===== src/rtl/postadder_normalizer_if.sv =====
// Handshake bundle for postadder_normalizer: operand side (in_*) and result side (out_*).
interface postadder_normalizer_if #(
    parameter int unsigned EXP_SIZE    = 8,
    parameter int unsigned MANTIS_SIZE = 23
);
    logic                          in_valid;
    logic                          in_ready;
    logic                          in_sign;
    logic [EXP_SIZE-1:0]           in_exp;
    logic [MANTIS_SIZE+3:0]        in_mantis;
    logic                          in_sticky;
    logic                          out_valid;
    logic                          out_ready;
    logic [EXP_SIZE+MANTIS_SIZE:0] out_result;
    logic                          out_zero;
    logic                          out_overflow;
    logic                          out_underflow;

    modport master (
        output in_valid, in_sign, in_exp, in_mantis, in_sticky, out_ready,
        input  in_ready, out_valid, out_result, out_zero, out_overflow, out_underflow
    );

    modport slave (
        input  in_valid, in_sign, in_exp, in_mantis, in_sticky, out_ready,
        output in_ready, out_valid, out_result, out_zero, out_overflow, out_underflow
    );
endinterface


===== src/rtl/postadder_normalizer.sv =====
// FP adder back end: normalize, round-to-nearest-even and pack the aligned mantissa sum.
// Optional macro POSTADDER_LZC_EN: single-cycle leading-zero normalization instead of 1 bit/cycle.
module postadder_normalizer #(
    parameter int unsigned EXP_SIZE    = 8,
    parameter int unsigned MANTIS_SIZE = 23
) (
    input logic                   clk,
    input logic                   rst,
    postadder_normalizer_if.slave bus
);
    localparam int unsigned MantisW = MANTIS_SIZE + 4;
    localparam int unsigned ExpW    = EXP_SIZE + 1;
    localparam int unsigned ResW    = 1 + EXP_SIZE + MANTIS_SIZE;
    localparam logic [ExpW-1:0] ExpMax = {1'b0, {EXP_SIZE{1'b1}}};
    localparam logic [ExpW-1:0] ExpOne = ExpW'(1);

    typedef enum logic [1:0] {StIdle, StNorm, StRound, StDone} state_e;

    state_e              state_q;
    logic                sign_q;
    logic [ExpW-1:0]     exp_q;
    logic [MantisW-1:0]  man_q;
    logic                sticky_q;
    logic                in_ready_q;
    logic                out_valid_q;
    logic [ResW-1:0]     result_q;
    logic                zero_q;
    logic                ovf_q;
    logic                unf_q;

    logic                   rnd_inc;
    logic                   rnd_carry;
    logic [MANTIS_SIZE-1:0] rnd_frac_raw;
    logic [MANTIS_SIZE-1:0] rnd_frac;
    logic [ExpW-1:0]        rnd_exp;

    // Hidden bit is always 1 in ROUND, so a carry out of the fraction is the carry out of
    // {hidden, fraction}.
    always_comb begin
        rnd_inc = man_q[1] & (man_q[0] | sticky_q | man_q[2]);
        {rnd_carry, rnd_frac_raw} = {1'b0, man_q[MantisW-3:2]} +
                                    {{MANTIS_SIZE{1'b0}}, rnd_inc};
        rnd_frac = rnd_carry ? '0 : rnd_frac_raw;
        rnd_exp  = exp_q + ExpW'(rnd_carry);
    end

`ifdef POSTADDER_LZC_EN
    logic [ExpW-1:0] lz_cnt;
    logic [ExpW-1:0] lz_shamt;
    logic            lz_clamp;

    // Shifts needed to bring the leading one up to the hidden position; clamped at exp-1.
    always_comb begin
        lz_cnt = ExpW'(MantisW - 1);
        for (int i = 0; i < int'(MantisW) - 1; i++) begin
            if (man_q[i]) lz_cnt = ExpW'(int'(MantisW) - 2 - i);
        end
        lz_clamp = lz_cnt > (exp_q - ExpOne);
        lz_shamt = lz_clamp ? (exp_q - ExpOne) : lz_cnt;
    end
`endif

    always_ff @(posedge clk) begin
        if (rst) begin
            state_q     <= StIdle;
            sign_q      <= 1'b0;
            exp_q       <= '0;
            man_q       <= '0;
            sticky_q    <= 1'b0;
            in_ready_q  <= 1'b1;
            out_valid_q <= 1'b0;
            result_q    <= '0;
            zero_q      <= 1'b0;
            ovf_q       <= 1'b0;
            unf_q       <= 1'b0;
        end else begin
            unique case (state_q)
                StIdle: begin
                    if (bus.in_valid) begin
                        sign_q     <= bus.in_sign;
                        exp_q      <= {1'b0, bus.in_exp};
                        man_q      <= bus.in_mantis;
                        sticky_q   <= bus.in_sticky;
                        in_ready_q <= 1'b0;
                        if (bus.in_mantis == '0 && !bus.in_sticky) begin
                            result_q    <= '0;
                            zero_q      <= 1'b1;
                            out_valid_q <= 1'b1;
                            state_q     <= StDone;
                        end else if (bus.in_exp == '0) begin
                            result_q    <= {bus.in_sign, {(ResW-1){1'b0}}};
                            unf_q       <= 1'b1;
                            out_valid_q <= 1'b1;
                            state_q     <= StDone;
                        end else begin
                            state_q <= StNorm;
                        end
                    end
                end
                StNorm: begin
                    if (man_q[MantisW-1]) begin
                        man_q    <= man_q >> 1;
                        sticky_q <= sticky_q | man_q[0];
                        exp_q    <= exp_q + ExpOne;
                        state_q  <= StRound;
                    end else if (man_q[MantisW-2]) begin
                        state_q <= StRound;
`ifdef POSTADDER_LZC_EN
                    end else if (!lz_clamp) begin
                        man_q   <= man_q << lz_shamt;
                        exp_q   <= exp_q - lz_shamt;
                        state_q <= StRound;
`else
                    end else if (exp_q > ExpOne) begin
                        man_q <= {man_q[MantisW-2:0], 1'b0};
                        exp_q <= exp_q - ExpOne;
`endif
                    end else begin
                        result_q    <= {sign_q, {(ResW-1){1'b0}}};
                        unf_q       <= 1'b1;
                        out_valid_q <= 1'b1;
                        state_q     <= StDone;
                    end
                end
                StRound: begin
                    if (rnd_exp >= ExpMax) begin
                        result_q <= {sign_q, {EXP_SIZE{1'b1}}, {MANTIS_SIZE{1'b0}}};
                        ovf_q    <= 1'b1;
                    end else begin
                        result_q <= {sign_q, rnd_exp[EXP_SIZE-1:0], rnd_frac};
                    end
                    out_valid_q <= 1'b1;
                    state_q     <= StDone;
                end
                StDone: begin
                    if (bus.out_ready) begin
                        out_valid_q <= 1'b0;
                        zero_q      <= 1'b0;
                        ovf_q       <= 1'b0;
                        unf_q       <= 1'b0;
                        in_ready_q  <= 1'b1;
                        state_q     <= StIdle;
                    end
                end
                default: state_q <= StIdle;
            endcase
        end
    end

    assign bus.in_ready      = in_ready_q;
    assign bus.out_valid     = out_valid_q;
    assign bus.out_result    = result_q;
    assign bus.out_zero      = zero_q;
    assign bus.out_overflow  = ovf_q;
    assign bus.out_underflow = unf_q;
endmodule


===== src/flat_wrapper.sv =====
// flat-port wrapper written by rule: the top's interface ports become plain ports
module postadder_normalizer_flat 
#(
    parameter int unsigned EXP_SIZE    = 8,
    parameter int unsigned MANTIS_SIZE = 23
)
  (clk, rst, bus_in_valid, bus_in_sign, bus_in_exp, bus_in_mantis, bus_in_sticky, bus_out_ready, bus_in_ready, bus_out_valid, bus_out_result, bus_out_zero, bus_out_overflow, bus_out_underflow);
  postadder_normalizer_if #(.EXP_SIZE(EXP_SIZE), .MANTIS_SIZE(MANTIS_SIZE)) bus_i ();
  input logic clk;
  input logic rst;
  input wire logic [$bits(bus_i.in_valid)-1:0] bus_in_valid;
  input wire logic [$bits(bus_i.in_sign)-1:0] bus_in_sign;
  input wire logic [$bits(bus_i.in_exp)-1:0] bus_in_exp;
  input wire logic [$bits(bus_i.in_mantis)-1:0] bus_in_mantis;
  input wire logic [$bits(bus_i.in_sticky)-1:0] bus_in_sticky;
  input wire logic [$bits(bus_i.out_ready)-1:0] bus_out_ready;
  output wire logic [$bits(bus_i.in_ready)-1:0] bus_in_ready;
  output wire logic [$bits(bus_i.out_valid)-1:0] bus_out_valid;
  output wire logic [$bits(bus_i.out_result)-1:0] bus_out_result;
  output wire logic [$bits(bus_i.out_zero)-1:0] bus_out_zero;
  output wire logic [$bits(bus_i.out_overflow)-1:0] bus_out_overflow;
  output wire logic [$bits(bus_i.out_underflow)-1:0] bus_out_underflow;
  assign bus_i.in_valid = bus_in_valid;
  assign bus_i.in_sign = bus_in_sign;
  assign bus_i.in_exp = bus_in_exp;
  assign bus_i.in_mantis = bus_in_mantis;
  assign bus_i.in_sticky = bus_in_sticky;
  assign bus_i.out_ready = bus_out_ready;
  assign bus_in_ready = bus_i.in_ready;
  assign bus_out_valid = bus_i.out_valid;
  assign bus_out_result = bus_i.out_result;
  assign bus_out_zero = bus_i.out_zero;
  assign bus_out_overflow = bus_i.out_overflow;
  assign bus_out_underflow = bus_i.out_underflow;
  postadder_normalizer #(.EXP_SIZE(EXP_SIZE), .MANTIS_SIZE(MANTIS_SIZE)) u_core (.clk(clk), .rst(rst), .bus(bus_i));
endmodule

===== config.mk =====
export PLATFORM = sky130hd
export DESIGN_NAME = postadder_normalizer_flat
export DESIGN_NICKNAME = d
export VERILOG_FILES = /design/src/rtl/postadder_normalizer_if.sv /design/src/rtl/postadder_normalizer.sv /design/src/flat_wrapper.sv
export SDC_FILE = /design/constraint.sdc
export NUM_CORES = 1
export LEC_CHECK = 0
export CAP_MARGIN = 10
export CELL_PAD_IN_SITES_DETAIL_PLACEMENT = 1
export CELL_PAD_IN_SITES_GLOBAL_PLACEMENT = 2
export CORE_MARGIN = 1
export CORE_UTILIZATION = 31
export CTS_CLUSTER_DIAMETER = 40
export DETAILED_ROUTE_END_ITERATION = 6
export HOLD_SLACK_MARGIN = 0.12
export PLACE_DENSITY_LB_ADDON = 0.1
export SETUP_SLACK_MARGIN = 0.5
export SLEW_MARGIN = 20
export SYNTH_ARGS = -nofsm -noshare
export SYNTH_HDL_FRONTEND = slang
export SYNTH_SLANG_ARGS = --single-unit

===== constraint.sdc =====
create_clock -name clk -period 5.2 [get_ports clk]
set_clock_uncertainty 0.1 [all_clocks]
set_input_delay 1.04 -clock clk [delete_from_list [all_inputs] [get_ports clk]]
set_output_delay 1.04 -clock clk [all_outputs]
set_load 0.03 [all_outputs]

Word-level counts from Yosys, hierarchy flattened --
Index checks and enable logic that the tools add are counted.
Operators by class: bitwise logic cells 3, multiply operators 0, eq/ne operators 17, $lt $le $gt $ge 2, shift-type cells 0, divide/modulo/power cells 0, add/subtract/negate cells 4, reduce and logical (&&, ||, !) cells 21, mux-type cells 49
Operators by type and width (count):
- 32-bit 2-to-1 mux | 6
- 32-bit case mux with 3 select lines | 1
- 27-bit 2-to-1 mux | 3
- 27-bit case mux with 2 select lines | 1
- 9-bit 2-to-1 mux | 4
- 31-bit 2-to-1 mux | 1
- 27-bit zero test | 1
- 26-bit 2-to-1 mux | 1
- 23-bit by 1-bit adder with 24-bit output | 1
- 23-bit 2-to-1 mux | 1
- 9-bit case mux with 2 select lines | 1
- 1-bit 2-to-1 mux | 16
- 2-bit 2-to-1 mux | 7
- 2-bit inequality test, second input constant | 6
- 3-bit AND reduction | 4
- 6-bit AND reduction | 2
- 9-bit by 1-bit adder with 9-bit output | 1
- 9-bit by 1-bit adder with 9-bit output, second input constant | 1
- 9-bit by 8-bit greater-or-equal comparator with 1-bit output, second input constant | 1
- 9-bit by 1-bit > comparator with 1-bit output, second input constant | 1
- 9-bit by 1-bit subtractor with 9-bit output, second input constant | 1
- 8-bit zero test | 1
- 2-bit by 1-bit inequality test with 1-bit output, second input constant | 4
- 1-bit case mux with 2 select lines | 4
- other kinds (18) | 26
Storage, ports and cells: logic and storage cells 108, output and inout port bits 37, memories 0, memory bits (read-only) 0, bits in writable memories 0, input bits 41, bits in latches 0, register bits 77

Longest topological paths before layout --
depth after elaboration 8, gate-level depth with buffers 14, gate-level depth less buffers 10

Worst setup path before layout --
No wires, ideal clock.
path type register -> register, from register u_core.man_q[4], to register u_core.result_q[14], in the netlist u_core.bus.out_result[14], setup time 139 ps, clock period less this slack 3691 ps, setup slack 1509 ps, cell stages (with the launch flop) 15, data required time 4961 ps, arrival time 3451 ps, cell sequence dfxtp_1 buf_4 nand4_1 or4_1 buf_2 or4b_4 inv_1 ha_1 clkbuf_1 nand4_1 xor2_1 or3b_2 o211ai_2 buf_6 o41ai_2
On the way: longest elaborated chain between the ends 5
Ends and longest elaborated chain:
- from (decl) | RTL line postadder_normalizer.sv:22 | logic [MantisW-1:0] man_q;
- from (signal assigned) | RTL line postadder_normalizer.sv:82 | man_q <= bus.in_mantis;
- from (signal assigned) | RTL line postadder_normalizer.sv:102 | man_q <= man_q >> 1;
- from (signal assigned) | RTL line postadder_normalizer.sv:115 | man_q <= {man_q[MantisW-2:0], 1'b0};
- 23-bit by 1-bit adder with 24-bit output * | RTL line postadder_normalizer.sv:41 | {rnd_carry, rnd_frac_raw} = {1'b0, man_q[MantisW-3:2]} +
- 9-bit by 1-bit adder with 9-bit output | RTL line postadder_normalizer.sv:44 | rnd_exp = exp_q + ExpW'(rnd_carry);
- 9-bit by 8-bit greater-or-equal comparator with 1-bit output | RTL line postadder_normalizer.sv:126 | if (rnd_exp >= ExpMax) begin
- 31-bit 2-to-1 mux * | RTL line postadder_normalizer.sv:126
- 32-bit case mux with 3 select lines * | RTL line postadder_normalizer.sv:77 | unique case (state_q)
- to (signal assigned) | RTL line postadder_normalizer.sv:91 | result_q <= {bus.in_sign, {(ResW-1){1'b0}}};
- to (signal assigned) | RTL line postadder_normalizer.sv:127 | result_q <= {sign_q, {EXP_SIZE{1'b1}}, {MANTIS_SIZE{1'b0}}};
- to (signal assigned) | RTL line postadder_normalizer.sv:130 | result_q <= {sign_q, rnd_exp[EXP_SIZE-1:0], rnd_frac};
- to (decl) | RTL line postadder_normalizer.sv:26 | logic [ResW-1:0] result_q;
Mark *: on every way between the ends. The rest lies on a longest branch, timed or not. A chain may end at the register's enable or synchronous reset.

Worst setup path in the final report --
from register u_core.man_q[1], to register u_core.result_q[1], in the netlist u_core.bus.out_result[1]
On the way: longest elaborated chain between the ends 6
Ends and longest elaborated chain:
- 1-bit bitwise AND * | RTL line postadder_normalizer.sv:40 | rnd_inc = man_q[1] & (man_q[0] | sticky_q | man_q[2]);
- 23-bit by 1-bit adder with 24-bit output * | RTL line postadder_normalizer.sv:41
- 9-bit by 1-bit adder with 9-bit output | RTL line postadder_normalizer.sv:44
- 9-bit by 8-bit greater-or-equal comparator with 1-bit output | RTL line postadder_normalizer.sv:126
- 31-bit 2-to-1 mux * | RTL line postadder_normalizer.sv:126
- 32-bit case mux with 3 select lines * | RTL line postadder_normalizer.sv:77
Marks and branches as above.

==> metrics.md <==
| Metric | Value |
|---|---|
| Fillers | `1,876` |
| CP endpoint | `u_core.bus.out_result[1]$_SDFFE_PP0P_` |
| Sw Share | `49.2%` |
| Worst path top cell family by delay | `simple AND/OR/NAND/NOR gates` |
| PortBufs | `77` |
| HP Class | `flip-flop to flip-flop` |
| M1 WL | `9060 um` |
| Max-Cap Viols | `0` |
| Die area | `16,700 um2` |
| Metal2 WL | `7740 um` |
| Top sig layer | `met4` |
| Crit-path most repeated cell | `nand4_1` |
| Setup bufs post-CTS | `0` |
| Crit-path cells | `nand4_1 > or4_1 > or4b_4 > inv_1 > ha_1 > nand4_1 > xor2_1 > or3b_2 > o211ai_2 > buf_4 > o32ai_1` |
| Worst Path Required | `5.28 ns` |
| Vias in the first global route | `4,932` |
| Core ar. | `15,800 um2` |
| Vias after detailed routing | `5,178` |
| Slowest cell on crit path | `or4_1` |
| Critical path startpoint | `u_core.man_q[1]$_SDFFE_PP0P_` |
| Sw Pwr | `0.00166 W` |
| Gr usage total | `21.8%` |
| Synth Cell Area | `5020 um2` |
| Met3 routed WL | `965 um` |
| Sequential element share of the synthesized area | `30.7%` |
| Pleak | `1.94 nW` |
| Startpoint Class | `flip-flop` |
| Slew Limit Headroom | `27.2%` |
| N_diodes | `0` |
| Yosys Warn Count | `0` |
| Area leader, netlist | `dfxtp_1` |
| Outcome | `finished clean` |
| PD cells | `545 nW/um2` |
| IO Pins | `78` |
| Synth area leaders | `dfxtp_1, nor2_1, a21oi_1, a211oi_1, clkbuf_1` |
| CP Class | `flip-flop to flip-flop` |
| Slew @ Worst Pin | `1.09 ns` |
| Total Power | `0.00337 W` |
| Worst path depth | `11` |
| FMAX | `242 MHz` |
| Final global-route overflow total | `0` |
| Hold Buf Count CTS | `0` |
| R2R Path Start | `u_core.man_q[1]$_SDFFE_PP0P_` |
| Post-Syn Instances | `663` |
| Critical path arrival | `4.21 ns` |
| Number of remaining DRC errors | `0` |
| Initial antenna violation count | `0` |
| CTS Buf Count | `9` |
| CTS Root Cell | `clkbuf_16` |
| Largest net degree at the start of global routing | `80` |
| Setup violations, final | `0` |
| Initial DRT Pass Iterations | `4` |
| Max Slew Vio Count | `0` |
| Worst VDD drop | `0.271 mV` |
| Clock sinks | `77` |
| Crit. End Element | `flip-flop` |
| Final Hold Viols | `0` |
| Crit-path max cell delay | `0.70 ns` |
| Final worst path period share | `79.3%` |
| R2R depth | `11` |
| Drt wl/cell | `19.6 um` |
| Die H | `129 um` |
| Hpwl dp | `12,800 um` |
| Htree depth | `3` |
| Crit-path max FO | `23` |
| Yosys cell types | `64` |
| Post-DRT Antenna Nets | `0` |
| Ys async rst share | `0%` |
| CTS tree | `yes` |
| Initial Util | `31.7%` |
| Area growth syn-to-layout | `23.2%` |
| Placed Instances | `898` |
| Synth Register Bits | `77` |
| Row count | `46` |
| Unrepaired setup endpoints after global routing | `false` |
| Internal power | `0.00171 W` |
| Die X | `129 um` |
| Post-Syn Nets | `714` |
| First-pass GRT wire length | `28,000 um` |
| Worst-skew pair later-pin latency | `0.35 ns` |
| Share of the synthesized area in the top cell type | `30.7%` |
| Ys flop type | `dfxtp_1` |
| Vias/cell | `5.67` |
| Post-synth EDFFs | `0` |
| Setup Total Neg Slack | `0 ns` |
| Clk slew on worst S/H paths | `0.06 ns` |
| Clock buffer depth | `2` |
| Layout net count | `744` |
| Non-Filler Instances | `914` |
| Comb pwr share | `50.8%` |
| Starting DRT DRC Count | `266` |
| Clock share of power | `20.4%` |
| Final wirelength | `17,900 um` |
| Power share of the sequential group | `28.8%` |
| RePlAce Congestion | `0.830` |
| Syn Area/Cell | `7.57 um2` |
| RR Endpoint | `u_core.bus.out_result[1]$_SDFFE_PP0P_` |
| Layout Utilization | `39.1%` |
| Reg2Reg Setup Slack | `1.07 ns` |
| Critical path buffers and inverters | `2` |
| Final period demand of the worst path | `4.13 ns` |
| Post-cts resize count | `0` |
| Layout cell share with drive strength beyond 1 | `6.45%` |
Yosys cell counts, types with 3 or more instances:
master and instances:
a211oi_1 29, a21oi_1 51, a311oi_1 3, a31oi_1 10
and2_1 3, and3_1 4, and4_1 3, buf_1 5
buf_2 5, clkbuf_1 55, dfxtp_1 77, ha_1 10
inv_1 25, mux2i_1 8, nand2_1 51, nand2b_1 5
nand3_1 20, nand3b_1 4, nand4_1 25, nor2_1 70
nor2b_1 4, nor3_1 27, nor4_1 11, o211ai_1 4
o21ai_0 13, o22a_1 4, o22ai_1 4, o311ai_0 17
o31ai_1 18, o32ai_1 10, o41ai_1 10, or3_1 6
or4_1 8, xnor2_1 17, xor2_1 9
routing by layer:
layer / GRT usage (%) / up-vias
li1: - / 2524
met1: 32.1 / 2502
met2: 32.7 / 138
met3: 4.17 / 14
met4: 4.64 / 0
met5: 0 / -
final cells by class:
type                            instances  area (um2)  area share (%)
Clock inverter                          6        87.6            1.42
Multi-Input combinational cell        492        3110            50.3
Tap cell                              216         270            4.37
Inverter                               25        93.8            1.52
Timing Repair Buffer                   88         848            13.7
Sequential cell                        77        1540            24.9
Clock buffer                           10         229            3.70
flip-flops by register name, summed over array words and instances (netlist names):
register / cells
u_core.bus.in_ready: 1
u_core.bus.out_zero: 1
u_core.bus.out_overflow: 1
u_core.exp_q: 9
u_core.bus.out_underflow: 1
u_core.bus.out_valid: 1
u_core.sign_q: 1
u_core.state_q: 2
u_core.bus.out_result: 32
u_core.sticky_q: 1
u_core.man_q: 27
power by group through the flow:
stage                     clock network (W)  registers [W]  logic [W]
after floorplan                           0       0.000847    0.00132
after global placement                    0       0.000966    0.00166
after detailed placement                  0       0.000980    0.00171
after CTS                          0.000701       0.000967    0.00171
after global routing               0.000725        0.00100    0.00188
final                              0.000687       0.000972    0.00171
metrics by stage:
step	cell area, um2	setup slack [ns]	hold slack (ns)
after floorplan	5020	1.51	0.337
after global placement	5860	1.23	0.346
after detailed placement	5860	1.10	0.365
after CTS	6180	1.07	0.373
after global routing	6180	0.835	0.389
final	6180	1.07	0.368
worst reg2reg max path, delay by kind of cell (launching register included):
kind                       cells  cell delay [ns]
DFF                            1             0.46
xor gates and xnor gates       1             0.22
adders and majority gates      1             0.30
AOI/OAI and AO/OA              2             0.29
buffers and inverters          2             0.39
and+or+nand+nor                5             2.22
cells in the final DEF, fill, tap and decap left out, types with 11 or more instances in the layout:
cell / synthesis / layout
nor4_1: 11 / 11
nand4_1: 25 / 25
a21oi_1: 51 / 51
a211oi_1: 29 / 29
nand2_1: 51 / 51
dfxtp_1: 77 / 77
o21ai_0: 13 / 13
nor2_1: 70 / 70
clkdlybuf4s50_1: 0 / 76
o31ai_1: 18 / 18
nand3_1: 20 / 20
inv_1: 25 / 25
xnor2_1: 17 / 17
o311ai_0: 17 / 17
buf_4: 1 / 11
nor3_1: 27 / 27
worst min-delay path by stage:
| stage | cells past startpoint | to | startpoint | slack, ns |
|---|---|---|---|---|
| final | 2 | u_core.bus.out_result[25]$_SDFFE_PP0P_ | u_core.bus.out_result[25]$_SDFFE_PP0P_ | 0.37 |
| after floorplan | 2 | u_core.sign_q$_SDFFE_PP0P_ | u_core.sign_q$_SDFFE_PP0P_ | 0.34 |
| after global placement | 2 | u_core.sign_q$_SDFFE_PP0P_ | u_core.sign_q$_SDFFE_PP0P_ | 0.35 |
| after detailed placement | 2 | u_core.sign_q$_SDFFE_PP0P_ | u_core.sign_q$_SDFFE_PP0P_ | 0.37 |
| after global routing | 2 | u_core.sign_q$_SDFFE_PP0P_ | u_core.sign_q$_SDFFE_PP0P_ | 0.39 |
| after CTS | 2 | u_core.sign_q$_SDFFE_PP0P_ | u_core.sign_q$_SDFFE_PP0P_ | 0.37 |
cell families (layout without fill, tap and decap cells):
group                    count (synthesis)  count (layout)  share of synthesized area, %
XOR/XNOR                                26              26                          4.54
buffers and inverters                   94             129                          7.55
AO/OA/AOI/OAI                          193             193                          27.1
multiplexers                             8               8                          1.60
flip-flops                              77              77                          30.7
adder cells (fa/ha/maj)                 10              10                          2.49
AND/OR/NAND/NOR                        255             255                          26.1
Note: power is estimated with default switching activity, not from simulation.
